===== config.mk =====
export PLATFORM = sky130hd
export DESIGN_NAME = uart_tx_feeder
export DESIGN_NICKNAME = d
export VERILOG_FILES = /design/src/rtl/uart_pkg.sv /design/src/rtl/uart_sync_fifo.sv /design/src/rtl/uart_tx_feeder.sv
export SDC_FILE = /design/constraint.sdc
export NUM_CORES = 1
export LEC_CHECK = 0
export ABC_AREA = 1
export CELL_PAD_IN_SITES_DETAIL_PLACEMENT = 0
export CELL_PAD_IN_SITES_GLOBAL_PLACEMENT = 1
export CORE_MARGIN = 2
export CORE_UTILIZATION = 51
export CTS_BUF_LIST = sky130_fd_sc_hd__clkbuf_2 sky130_fd_sc_hd__clkbuf_4 sky130_fd_sc_hd__clkbuf_8
export DETAILED_ROUTE_END_ITERATION = 10
export PLACE_DENSITY_LB_ADDON = 0.1
export SYNTH_ARGS = -nofsm -noshare
export SYNTH_HDL_FRONTEND = slang
export SYNTH_SLANG_ARGS = --single-unit

===== constraint.sdc =====
create_clock -name clk -period 2.5 [get_ports clk]
set_clock_uncertainty 0.15 [all_clocks]
set_input_delay 0.25 -clock clk [delete_from_list [all_inputs] [get_ports clk]]
set_output_delay 0.25 -clock clk [all_outputs]
set_load 0.01 [all_outputs]

===== src/rtl/uart_pkg.sv =====
// -----------------------------------------------------------------------------
// uart_pkg
//  Shared types and constants for the UART transmit path.
//  feeder_state_t : launch FSM states used by uart_tx_feeder
//  UART_DATA_W    : byte width; matches the transmitter's TxData width
//  UART_FIFO_DEPTH: default feeder FIFO depth
// -----------------------------------------------------------------------------
package uart_pkg;

    typedef enum logic [1:0] {
        IDLE      = 2'd0,
        LAUNCH    = 2'd1,
        WAIT_DONE = 2'd2
    } feeder_state_t;

    localparam int UART_DATA_W     = 8;
    localparam int UART_FIFO_DEPTH = 16;

endpackage


===== src/rtl/uart_sync_fifo.sv =====
// -----------------------------------------------------------------------------
// uart_sync_fifo
//  Single-clock byte FIFO with occupancy count and a drop indicator.
//  Ports:
//   clk, reset        clock, asynchronous active-high reset
//   wr_en, wr_data    push request and data (ignored when full)
//   rd_en             pop request (ignored when empty)
//   rd_data           head entry, valid whenever empty=0
//   full, empty       occupancy flags, registered
//   count             entries held
//   overflow          1-cycle pulse after a write was dropped
//  DEPTH must be a power of two so the pointers wrap naturally.
// -----------------------------------------------------------------------------
module uart_sync_fifo #(
    parameter int DEPTH  = 16,
    parameter int DATA_W = 8
) (
    input  logic                       clk,
    input  logic                       reset,
    input  logic                       wr_en,
    input  logic [DATA_W-1:0]          wr_data,
    input  logic                       rd_en,
    output logic [DATA_W-1:0]          rd_data,
    output logic                       full,
    output logic                       empty,
    output logic [$clog2(DEPTH+1)-1:0] count,
    output logic                       overflow
);

    localparam int PTR_W = $clog2(DEPTH);
    localparam int CNT_W = $clog2(DEPTH+1);

    logic [DATA_W-1:0] mem_r [DEPTH];
    logic [PTR_W-1:0]  wr_ptr_r;
    logic [PTR_W-1:0]  rd_ptr_r;
    logic [CNT_W-1:0]  count_r;
    logic [CNT_W-1:0]  count_nxt_s;
    logic              full_r;
    logic              empty_r;
    logic              overflow_r;
    logic              push_s;
    logic              pop_s;

    // Qualify requests and compute the next occupancy.
    always_comb begin
        push_s      = wr_en && !full_r;
        pop_s       = rd_en && !empty_r;
        count_nxt_s = count_r;
        if (push_s && !pop_s) begin
            count_nxt_s = count_r + CNT_W'(1);
        end else if (!push_s && pop_s) begin
            count_nxt_s = count_r - CNT_W'(1);
        end else begin
            count_nxt_s = count_r;
        end
    end

    // Pointers, count and flags; flags are derived from the next count so they stay registered.
    always_ff @(posedge clk or posedge reset) begin
        if (reset) begin
            wr_ptr_r   <= PTR_W'(0);
            rd_ptr_r   <= PTR_W'(0);
            count_r    <= CNT_W'(0);
            full_r     <= 1'b0;
            empty_r    <= 1'b1;
            overflow_r <= 1'b0;
        end else begin
            if (push_s) begin
                wr_ptr_r <= wr_ptr_r + PTR_W'(1);
            end
            if (pop_s) begin
                rd_ptr_r <= rd_ptr_r + PTR_W'(1);
            end
            count_r    <= count_nxt_s;
            full_r     <= (count_nxt_s == CNT_W'(DEPTH));
            empty_r    <= (count_nxt_s == CNT_W'(0));
            // A write against a full FIFO is dropped even if a pop frees a slot this cycle.
            overflow_r <= wr_en && full_r;
        end
    end

    // Storage array; contents are don't-care until written, so it carries no reset.
    always_ff @(posedge clk) begin
        if (push_s) begin
            mem_r[wr_ptr_r] <= wr_data;
        end
    end

    assign rd_data  = mem_r[rd_ptr_r];
    assign full     = full_r;
    assign empty    = empty_r;
    assign count    = count_r;
    assign overflow = overflow_r;

endmodule


===== src/rtl/uart_tx_feeder.sv =====
// -----------------------------------------------------------------------------
// uart_tx_feeder
//  Byte FIFO plus launch FSM upstream of the UART transmitter. Bytes are
//  queued from the host side and launched one frame at a time over the
//  transmit/TxData/busy handshake (carried by uart_if at integration).
//  Ports:
//   clk, reset        clock, asynchronous active-high reset
//   wr_en, wr_data    host push
//   full, empty       FIFO occupancy flags
//   count             bytes queued, not counting the byte being sent
//   overflow          1-cycle pulse after a dropped write
//   transmit, TxData  registered launch request and byte to the transmitter
//   busy              transmitter frame in progress
//   drop_cnt          saturating dropped-write counter (only with
//                     UART_TX_FEEDER_DROPCNT_EN defined)
//  Configuration macro: UART_TX_FEEDER_DROPCNT_EN
// -----------------------------------------------------------------------------
module uart_tx_feeder
    import uart_pkg::*;
#(
    parameter int DEPTH  = UART_FIFO_DEPTH,
    parameter int DATA_W = UART_DATA_W
) (
    input  logic                       clk,
    input  logic                       reset,
    input  logic                       wr_en,
    input  logic [DATA_W-1:0]          wr_data,
    output logic                       full,
    output logic                       empty,
    output logic [$clog2(DEPTH+1)-1:0] count,
    output logic                       overflow,
    output logic                       transmit,
    output logic [DATA_W-1:0]          TxData,
    input  logic                       busy
`ifdef UART_TX_FEEDER_DROPCNT_EN
    ,
    output logic [15:0]                drop_cnt
`endif
);

    feeder_state_t     state_r;
    feeder_state_t     state_nxt_s;
    logic              pop_s;
    logic              transmit_nxt_s;
    logic              transmit_r;
    logic [DATA_W-1:0] txdata_r;
    logic [DATA_W-1:0] head_s;
    logic              fifo_empty_s;
    logic              fifo_overflow_s;

    uart_sync_fifo #(
        .DEPTH  (DEPTH),
        .DATA_W (DATA_W)
    ) u_fifo (
        .clk      (clk),
        .reset    (reset),
        .wr_en    (wr_en),
        .wr_data  (wr_data),
        .rd_en    (pop_s),
        .rd_data  (head_s),
        .full     (full),
        .empty    (fifo_empty_s),
        .count    (count),
        .overflow (fifo_overflow_s)
    );

    // Launch FSM: next state, pop strobe and next transmit level.
    always_comb begin
        state_nxt_s    = state_r;
        pop_s          = 1'b0;
        transmit_nxt_s = 1'b0;
        case (state_r)
            IDLE: begin
                // empty is registered, so a byte pushed this cycle is popped next cycle.
                if (!fifo_empty_s && !busy) begin
                    pop_s          = 1'b1;
                    transmit_nxt_s = 1'b1;
                    state_nxt_s    = LAUNCH;
                end else begin
                    transmit_nxt_s = 1'b0;
                    state_nxt_s    = IDLE;
                end
            end
            LAUNCH: begin
                // Drop transmit on the edge busy is first seen so the request cannot retrigger.
                if (busy) begin
                    transmit_nxt_s = 1'b0;
                    state_nxt_s    = WAIT_DONE;
                end else begin
                    transmit_nxt_s = 1'b1;
                    state_nxt_s    = LAUNCH;
                end
            end
            WAIT_DONE: begin
                transmit_nxt_s = 1'b0;
                if (!busy) begin
                    state_nxt_s = IDLE;
                end else begin
                    state_nxt_s = WAIT_DONE;
                end
            end
            default: begin
                transmit_nxt_s = 1'b0;
                state_nxt_s    = IDLE;
            end
        endcase
    end

    // FSM state register.
    always_ff @(posedge clk or posedge reset) begin
        if (reset) begin
            state_r <= IDLE;
        end else begin
            state_r <= state_nxt_s;
        end
    end

    // Registered launch outputs; TxData is captured only at pop and held through the frame.
    always_ff @(posedge clk or posedge reset) begin
        if (reset) begin
            transmit_r <= 1'b0;
            txdata_r   <= DATA_W'(0);
        end else begin
            transmit_r <= transmit_nxt_s;
            if (pop_s) begin
                txdata_r <= head_s;
            end
        end
    end

    assign transmit = transmit_r;
    assign TxData   = txdata_r;
    assign empty    = fifo_empty_s;
    assign overflow = fifo_overflow_s;

`ifdef UART_TX_FEEDER_DROPCNT_EN
    logic [15:0] drop_cnt_r;

    function automatic logic [15:0] sat_inc16(input logic [15:0] value);
        logic [15:0] result;
        if (value == 16'hFFFF) begin
            result = value;
        end else begin
            result = value + 16'd1;
        end
        return result;
    endfunction

    // Dropped-write counter, stepped by the overflow pulse and held at all-ones.
    always_ff @(posedge clk or posedge reset) begin
        if (reset) begin
            drop_cnt_r <= 16'd0;
        end else if (fifo_overflow_s) begin
            drop_cnt_r <= sat_inc16(drop_cnt_r);
        end
    end

    assign drop_cnt = drop_cnt_r;
`endif

endmodule


# After elaboration in Yosys (flattened, before gate mapping)
# Memories as Yosys holds them, arrays and structs flattened. A register that Yosys moved wholly into a read port is not among the register bits.
# Cells that the tools add are included.
[totals] reg_bits=19 ramBits=128 inputBits=12 output_inout_bits=17 memories=1
[mem_list] memory="u_fifo.mem_r" words=16 width=8 read_ports=1 rd_clocked_by_memory_dff=1 wr=1 line="uart_sync_fifo.sv:33" source="logic [DATA_W-1:0] mem_r [DEPTH];"
[op_classes] addsub=4 n_eq_ne=3 mux=12 n_reduce_logical=13
[ops] op="$mux W5" n=2
[ops] op="$add A4 B1 Y4 const B" n=2
[ops] op="$logic_and A1 B1 Y1" n=6
[ops] op="$mux W1" n=6
[ops] op="$pmux W2 S3" n=1
[ops] op="$add A5 B1 Y5 const B" n=1
[ops] op="$eq A5 B5 Y1 const B" n=1
[ops] op="$logic_not A1 Y1" n=5
[ops] op="$logic_not A5 Y1" n=1
[ops] op="$sub A5 B1 Y5 const B" n=1
[ops] op="$mux W2" n=2
[ops] op="$eq A2 B1 Y1 const B" n=1
[ops] op="$eq A2 B2 Y1 const B" n=1
[ops] op="$logic_not A2 Y1" n=1
[ops] op="$pmux W1 S2" n=1

# Longest topological paths before layout
# Gate-level depths: netlist of the first run.
[depth] ltp_word=9 depth_mapped=11 depth_no_buf=10

# Cells and area by module
# Synthesis of the first run repeated with hierarchy kept, for this count alone.
[unflattened] hier_cells=584 hier_area_um2=6531.3
[by_module_without_submodules] module="uart_sync_fifo" n_inst=1 cells_per_inst=536 area_each_um2=6079.6 seq_area_each_um2=4245.3
[by_module_without_submodules] module="uart_tx_feeder" n_inst=1 cells_per_inst=48 area_each_um2=451.7 seq_area_each_um2=275.3

# Worst setup path after synthesis of the first run
# No wires, ideal clock.
[synth_path] kind="flip-flop to flip-flop" startpoint="register u_fifo.full_r, in the netlist u_fifo.full" endpoint="memory u_fifo.mem_r[0][0] (enable)" setup_time_ns=0.370 arrival_time_ns=1.247 required_time_ns=1.980 slack_ns=0.733 path_stages_with_launch=7 path_buffers=1 period_less_slack_ns=1.767 cell_sequence="dfrtp_1 inv_2 nand2_4 inv_4 buf_8 nand2_1 nor2_1"
[synth_between] elab_chain_len=4
[synth_lines] element="start: declaration" line="uart_sync_fifo.sv:38" source="logic full_r;"
[synth_lines] element="start signal: assignment" line="uart_sync_fifo.sv:75" source="full_r <= (count_nxt_s == CNT_W'(DEPTH));"
[synth_lines] element="$logic_not A1 Y1" line="uart_sync_fifo.sv:46" source="push_s = wr_en && !full_r;"
[synth_lines] element="$logic_and A1 B1 Y1" line="uart_sync_fifo.sv:46"
[synth_lines] element="$mux W1" line="uart_sync_fifo.sv:84" source="if (push_s) begin"
[synth_lines] element="$mux W1 (implied by the code)" line="uart_sync_fifo.sv:85" source="mem_r[wr_ptr_r] <= wr_data;"
[synth_lines] element="end: declaration" line="uart_sync_fifo.sv:33"
# No other way between the ends.

==> results of run 1 <==
-- power breakdown --
| part | internal, mW | leakage (nW) | total (mW) | switching (mW) |
|---|---|---|---|---|
| Combinational | 1.03 | 1.25 | 2.90 | 1.87 |
| Clock | 0.995 | 0.193 | 1.90 | 0.906 |
| Sequential | 3.21 | 1.49 | 3.51 | 0.302 |
-- path summary, 6_finish.rpt --
path	from	to	slack, ns	cells past startpoint
max	u_fifo.rd_ptr_r[0]	TxData[1]	0.43	8
min	reset	u_fifo.count[2]	0.02	3
max reg2reg	u_fifo.rd_ptr_r[0]	TxData[1]	0.43	8
min reg2reg	TxData[2]	TxData[2]	0.33	2
max in group asynchronous	reset	u_fifo.empty	1.87	3
min in group clk	wr_en	u_fifo.overflow	0.25	3
-- layer usage --
metal	vias to the layer above	wire length [um]	share of wire
met1	2008	6460	0.45
met4	0	408	0.028
met2	117	6640	0.46
met3	28	813	0.057
li1	2073	-	-
met5	-	0	0
-- cells in the mapped netlist (3+ instances only) --
cell type / number / area share
nand2_1: 104 / 0.059
buf_4: 3 / 0.0034
o211ai_1: 16 / 0.018
dfrtp_1: 26 / 0.098
inv_1: 57 / 0.032
o21ai_0: 26 / 0.020
a21oi_1: 25 / 0.019
ha_1: 7 / 0.013
clkbuf_1: 3 / 0.0017
nor3_1: 51 / 0.039
nand3_1: 34 / 0.026
nor2_1: 45 / 0.026
edfxtp_1: 128 / 0.58
inv_2: 3 / 0.0017
buf_2: 18 / 0.014
xor2_1: 7 / 0.0093
-- flip-flops by register name (all words and copies together) (netlist names) --
name	flops
u_fifo.full	1
u_fifo.empty	1
u_fifo.wr_ptr_r	4
transmit	1
state_r	2
u_fifo.overflow	1
TxData	8
u_fifo.rd_ptr_r	4
u_fifo.mem_r	128
u_fifo.count	5
-- final cells by class --
cell class              instances  area (sq um)  share of cell area
flip-flops and latches        155          4520               0.599
clock buffers                  19           249              0.0330
well taps                     172           215              0.0285
multi-input cells             333          1690               0.224
clock inverters                13           151              0.0200
repair buffers                 55           495              0.0656
inverters                      61           231              0.0306
-- through the flow --
step / hold WS (ns) / util
3_5_place_dp: 0.316 / 0.567
2_1_floorplan: 0.152 / -
4_1_cts: 0.00281 / 0.599
6_report: 0.0200 / 0.599
5_1_grt: 0.0578 / 0.599
3_3_place_gp: 0.318 / 0.567
-- kinds of logic after synthesis --
logic type               synth area share
AO/OA/AOI/OAI                      0.0619
XOR/XNOR                           0.0106
adder cells (fa/ha/maj)            0.0133
buffers and inverters              0.0600
flip-flops                          0.684
AND/OR/NAND/NOR                     0.170
-- critical path, cell delays in order, from the launching register on --
cell and delay [ns]:
dfrtp_2 0.60, buf_12 0.34, nand2_1 0.10, o211ai_1 0.11
nand2_1 0.14, nand2_1 0.09, nand3_1 0.16, nand3_1 0.16
nand2_1 0.06
==> results.toml, run 1 <==
[outcome]
status = "complete, no violations"

[placed_design]
gp_congestion = 0.833
place_area_sq_mm = 0.00715
place_inst = 776
pre_cts_ws_ns = 0.429
numPortBuffers = 28
post-dp-hpwl_um = 9430

[global_routing]
grt_first_pass_wirelength_um = 22800
met3_usage = 0.0480
grt_util_met1 = 0.303
grt_pass1_vias = 4102
grt_util_all_layers = 0.222
grt-ovfl-total = 0
grt_max_degree = 91
antenna_found_initial = 0
met2_usage = 0.343
grt-busiest-layer = "met2"

[clock_network]
cts_tree = "done"
cts-resized-gates = 0
cts-root-buf = "clkbuf_8"
cts_buffers = 17
htreeDepth = 4
cts_buffer_depth = 2
clock_sinks = 155
hold_buffers = 0
path_clk_slew_ns = 0.08
cts_setup_buffers = 0
worstSkewPairLatency_ns = 0.46

[synthesis]
postSynthCellCount = 577
yosysWarnings = 0
synth_seq_cells = 155
ys_types = 33
synth_edf_count = 128
seq_area_frac_synth = 0.684
netlist_area_sq_mm = 0.00661
ys.flop_type = "edfxtp_1"
async_flop_share = 0.174
syn_avg_cell_area_sq_um = 11.5
synthesis.nets = 596

[sta]
period_minus_slack_ns = 2.07
slew_headroom = 0.625
rsz0062_at_grt = "no"
setup_viol = 0
min_period_over_period = 0.828
setup_tns_ns = 0
tightest_slew_ns = 0.561
hold_viol_final = 0
drv_slew = 0
fin_ws_ns = 0.431
fmax_ghz = 0.483

[detailed_routing]
drt_wl_total_um = 14300
dr.first_iter.drc_count = 383
wl_per_cell_um = 17.7
viasPerCell = 5.23
drc = 0
vias = 4226
firstDrtPassIters = 5
ant_nets = 0

[floorplanning]
io_pins = 29
num_rows = 41
die_w_um = 118
die-height_um = 118
die_area_sq_mm = 0.0139
core_area_sq_mm = 0.0126
start_util = 0.524

[critical_path]
crit_path_end_kind = "flop"
critPathRequiredTime_ns = 2.69
arrival_ns = 2.26
start_kind = "flop"
worstSetupPathType = "flop to flop"
worstPathMaxFanout = 90

[finish]
stdcell_count = 808
fin_nets = 642
layout_common_cells = "edfxtp_1 (128), nand2_1 (104), inv_1 (57)"
final_common_cell = "edfxtp_1"
diodes = 0
areaGrowthSynthToFinish_pct = 14.3
fillers = 1069
drive_gt1_frac = 0.116
final_area_sq_mm = 0.00755

[power_and_ir_drop]
power.total_mw = 8.32
power_density_mw_per_mm2 = 1100
p_leak_nw = 2.93
irDropWorstVdd_mv = 0.567

[job]
drv_cap = 0

[worst_hold_path]
hp-class = "input pin to async pin"
Note: power is estimated with default switching activity, not from simulation.
==> run 2, diff against run 1 <==
--- a/config.mk
+++ b/config.mk
@@ -9,7 +9,7 @@
 export CELL_PAD_IN_SITES_DETAIL_PLACEMENT = 0
 export CELL_PAD_IN_SITES_GLOBAL_PLACEMENT = 1
 export CORE_MARGIN = 2
-export CORE_UTILIZATION = 51
+export CORE_UTILIZATION = 46
 export CTS_BUF_LIST = sky130_fd_sc_hd__clkbuf_2 sky130_fd_sc_hd__clkbuf_4 sky130_fd_sc_hd__clkbuf_8
 export DETAILED_ROUTE_END_ITERATION = 10
 export PLACE_DENSITY_LB_ADDON = 0.1
==> constraint.sdc (replaced) <==
create_clock -name clk -period 1.8 [get_ports clk]
set_clock_uncertainty 0.15 [all_clocks]
set_input_delay 0.18 -clock clk [delete_from_list [all_inputs] [get_ports clk]]
set_output_delay 0.18 -clock clk [all_outputs]
set_load 0.01 [all_outputs]
==> run 2 against run 1 <==
  * Flip-flop and latch count did not move
  * Clock power rose by 32%
  * Final cell count rose by 4.0%
  * Total power rose by 45%
  * Setup slack got worse by 0.36 ns
  * Combinational power rose by 64%
  * Sequential share of layout area fell by 2.3 points
  * First-iteration DRC count rose by 9.4%
==> results.toml, run 2 (synthesis results as in run 1) <==
[sta]
rsz0062_at_grt = "no"
slew_headroom = 0.653
setup_viol = 0
min_period_over_period = 0.961
hold_viol_final = 0
tightest_slew_ns = 0.519
setup_tns_ns = 0
period_minus_slack_ns = 1.73
drv_slew = 0
fmax_ghz = 0.578
fin_ws_ns = 0.0698

[power_and_ir_drop]
switchingPower_mw = 4.53
comb_power_share = 0.395
p_seq_frac = 0.397
irDropWorstVdd_mv = 0.837
internal_power_mw = 7.53
switching_share = 0.375
power_density_mw_per_mm2 = 1530
power.total_mw = 12.1
p_leak_nw = 3.11
clock_power_share = 0.208

[clock_network]
cts_buffers = 17
htreeDepth = 4
cts-root-buf = "clkbuf_8"
worstSkewPairLatency_ns = 0.45
cts_tree = "done"
cts_buffer_depth = 2
path_clk_slew_ns = 0.08
clock_sinks = 155

[critical_path]
arrival_ns = 1.40
worstSetupPathType = "flop to output port"
cp_top_family = "buffers and inverters"
start_kind = "flop"
crit_buf_inv = 1
critPathRequiredTime_ns = 1.47
cpPeakStageDelay_ns = 0.56
cp.depth = 1
path_cells = "clkdlybuf4s50_1"
ff2ff_path_depth = 7
critical-path-slowest-cell = "clkdlybuf4s50_1"
crit_path_end_kind = "output port"
worstPathMaxFanout = 3

[finish]
drive_gt1_frac = 0.168
diodes = 0
largest_register_ffs = 128
final_area_sq_mm = 0.00787
areaGrowthSynthToFinish_pct = 19.0
finish.utilization = 0.565
regMostFlops = "u_fifo.mem_r"
fin_nets = 666
final_common_cell = "edfxtp_1"
layout_common_cells = "edfxtp_1 (128), nand2_1 (104), inv_1 (57)"

[floorplanning]
die-height_um = 124
start_util = 0.474
core_area_sq_mm = 0.0139
die_area_sq_mm = 0.0153
die_w_um = 124
num_rows = 43
io_pins = 29

[global_routing]
grt_util_met1 = 0.287
grt_pass1_vias = 4319
met2_usage = 0.347
grt-busiest-layer = "met2"
grt_util_all_layers = 0.217
antenna_found_initial = 0
grt_first_pass_wirelength_um = 23700
grt_max_degree = 41
met3_usage = 0.0513
grt-ovfl-total = 0

[detailed_routing]
ant_nets = 0
drt_wl_total_um = 15100
firstDrtPassIters = 5
vias = 4424
dr.first_iter.drc_count = 419
drc = 0
wl_per_cell_um = 18.0
viasPerCell = 5.27

[job]
drv_cap = 0

[placed_design]
pre_cts_ws_ns = -0.0753
numPortBuffers = 28
place_area_sq_mm = 0.00737
gp_congestion = 0.803
post-dp-hpwl_um = 10100

[worst_hold_path]
hp-class = "input pin to flop"
holdPathStages = 3

[outcome]
status = "complete, no violations"
-- run 2: path summary, 6_finish.rpt --
path                                       to  slack (ns)               start
setup / recovery                         full        0.07         u_fifo.full
hold / removal                u_fifo.overflow        0.20               wr_en
setup reg to reg                    TxData[3]        0.08  u_fifo.rd_ptr_r[0]
hold reg to reg                     TxData[5]        0.33           TxData[5]
max in group asynchronous        u_fifo.empty        0.66               reset
min in group asynchronous  u_fifo.rd_ptr_r[1]        0.51               reset
-- run 2: power by group through the flow --
stage	Clock [mW]	Sequential [mW]	Combinational [mW]
2_1_floorplan	0	4.85	2.83
3_3_place_gp	0	4.87	4.50
3_5_place_dp	0	4.89	4.56
4_1_cts	2.57	4.80	4.63
5_1_grt	2.76	4.85	5.26
6_report	2.51	4.79	4.77
-- run 2: what timing repair did --
item,CTS,global route
pin swaps,0,3
endpoints found under the setup margin,5,10
setup buffers,2,3
hold buffers,1,0
endpoints found under the hold margin,26,0
gates resized for setup,4,15
-- run 2: per-stage QoR --
stage	hold WS [ns]	instances
floorplan	0.0820	577
global placement	0.317	802
detailed placement	0.318	802
CTS	0.173	837
global route	0.203	840
finish	0.197	840
-- run 2: area by class of cell --
type	count	area, sq um
timing repair buffer	79	761
clock inverter	15	149
tap	180	225
multi-input combinational	333	1740
sequential	155	4530
fill	1175	6070
clock buffer	17	234
inverter	61	231
-- run 2: per-layer routing --
| layer | up-vias | share of wire | routed length (um) |
|---|---|---|---|
| met5 | - | 0 | 0 |
| met4 | 0 | 0.025 | 380 |
| met3 | 36 | 0.050 | 760 |
| met2 | 132 | 0.48 | 7320 |
| met1 | 2132 | 0.44 | 6660 |
| li1 | 2124 | - | - |
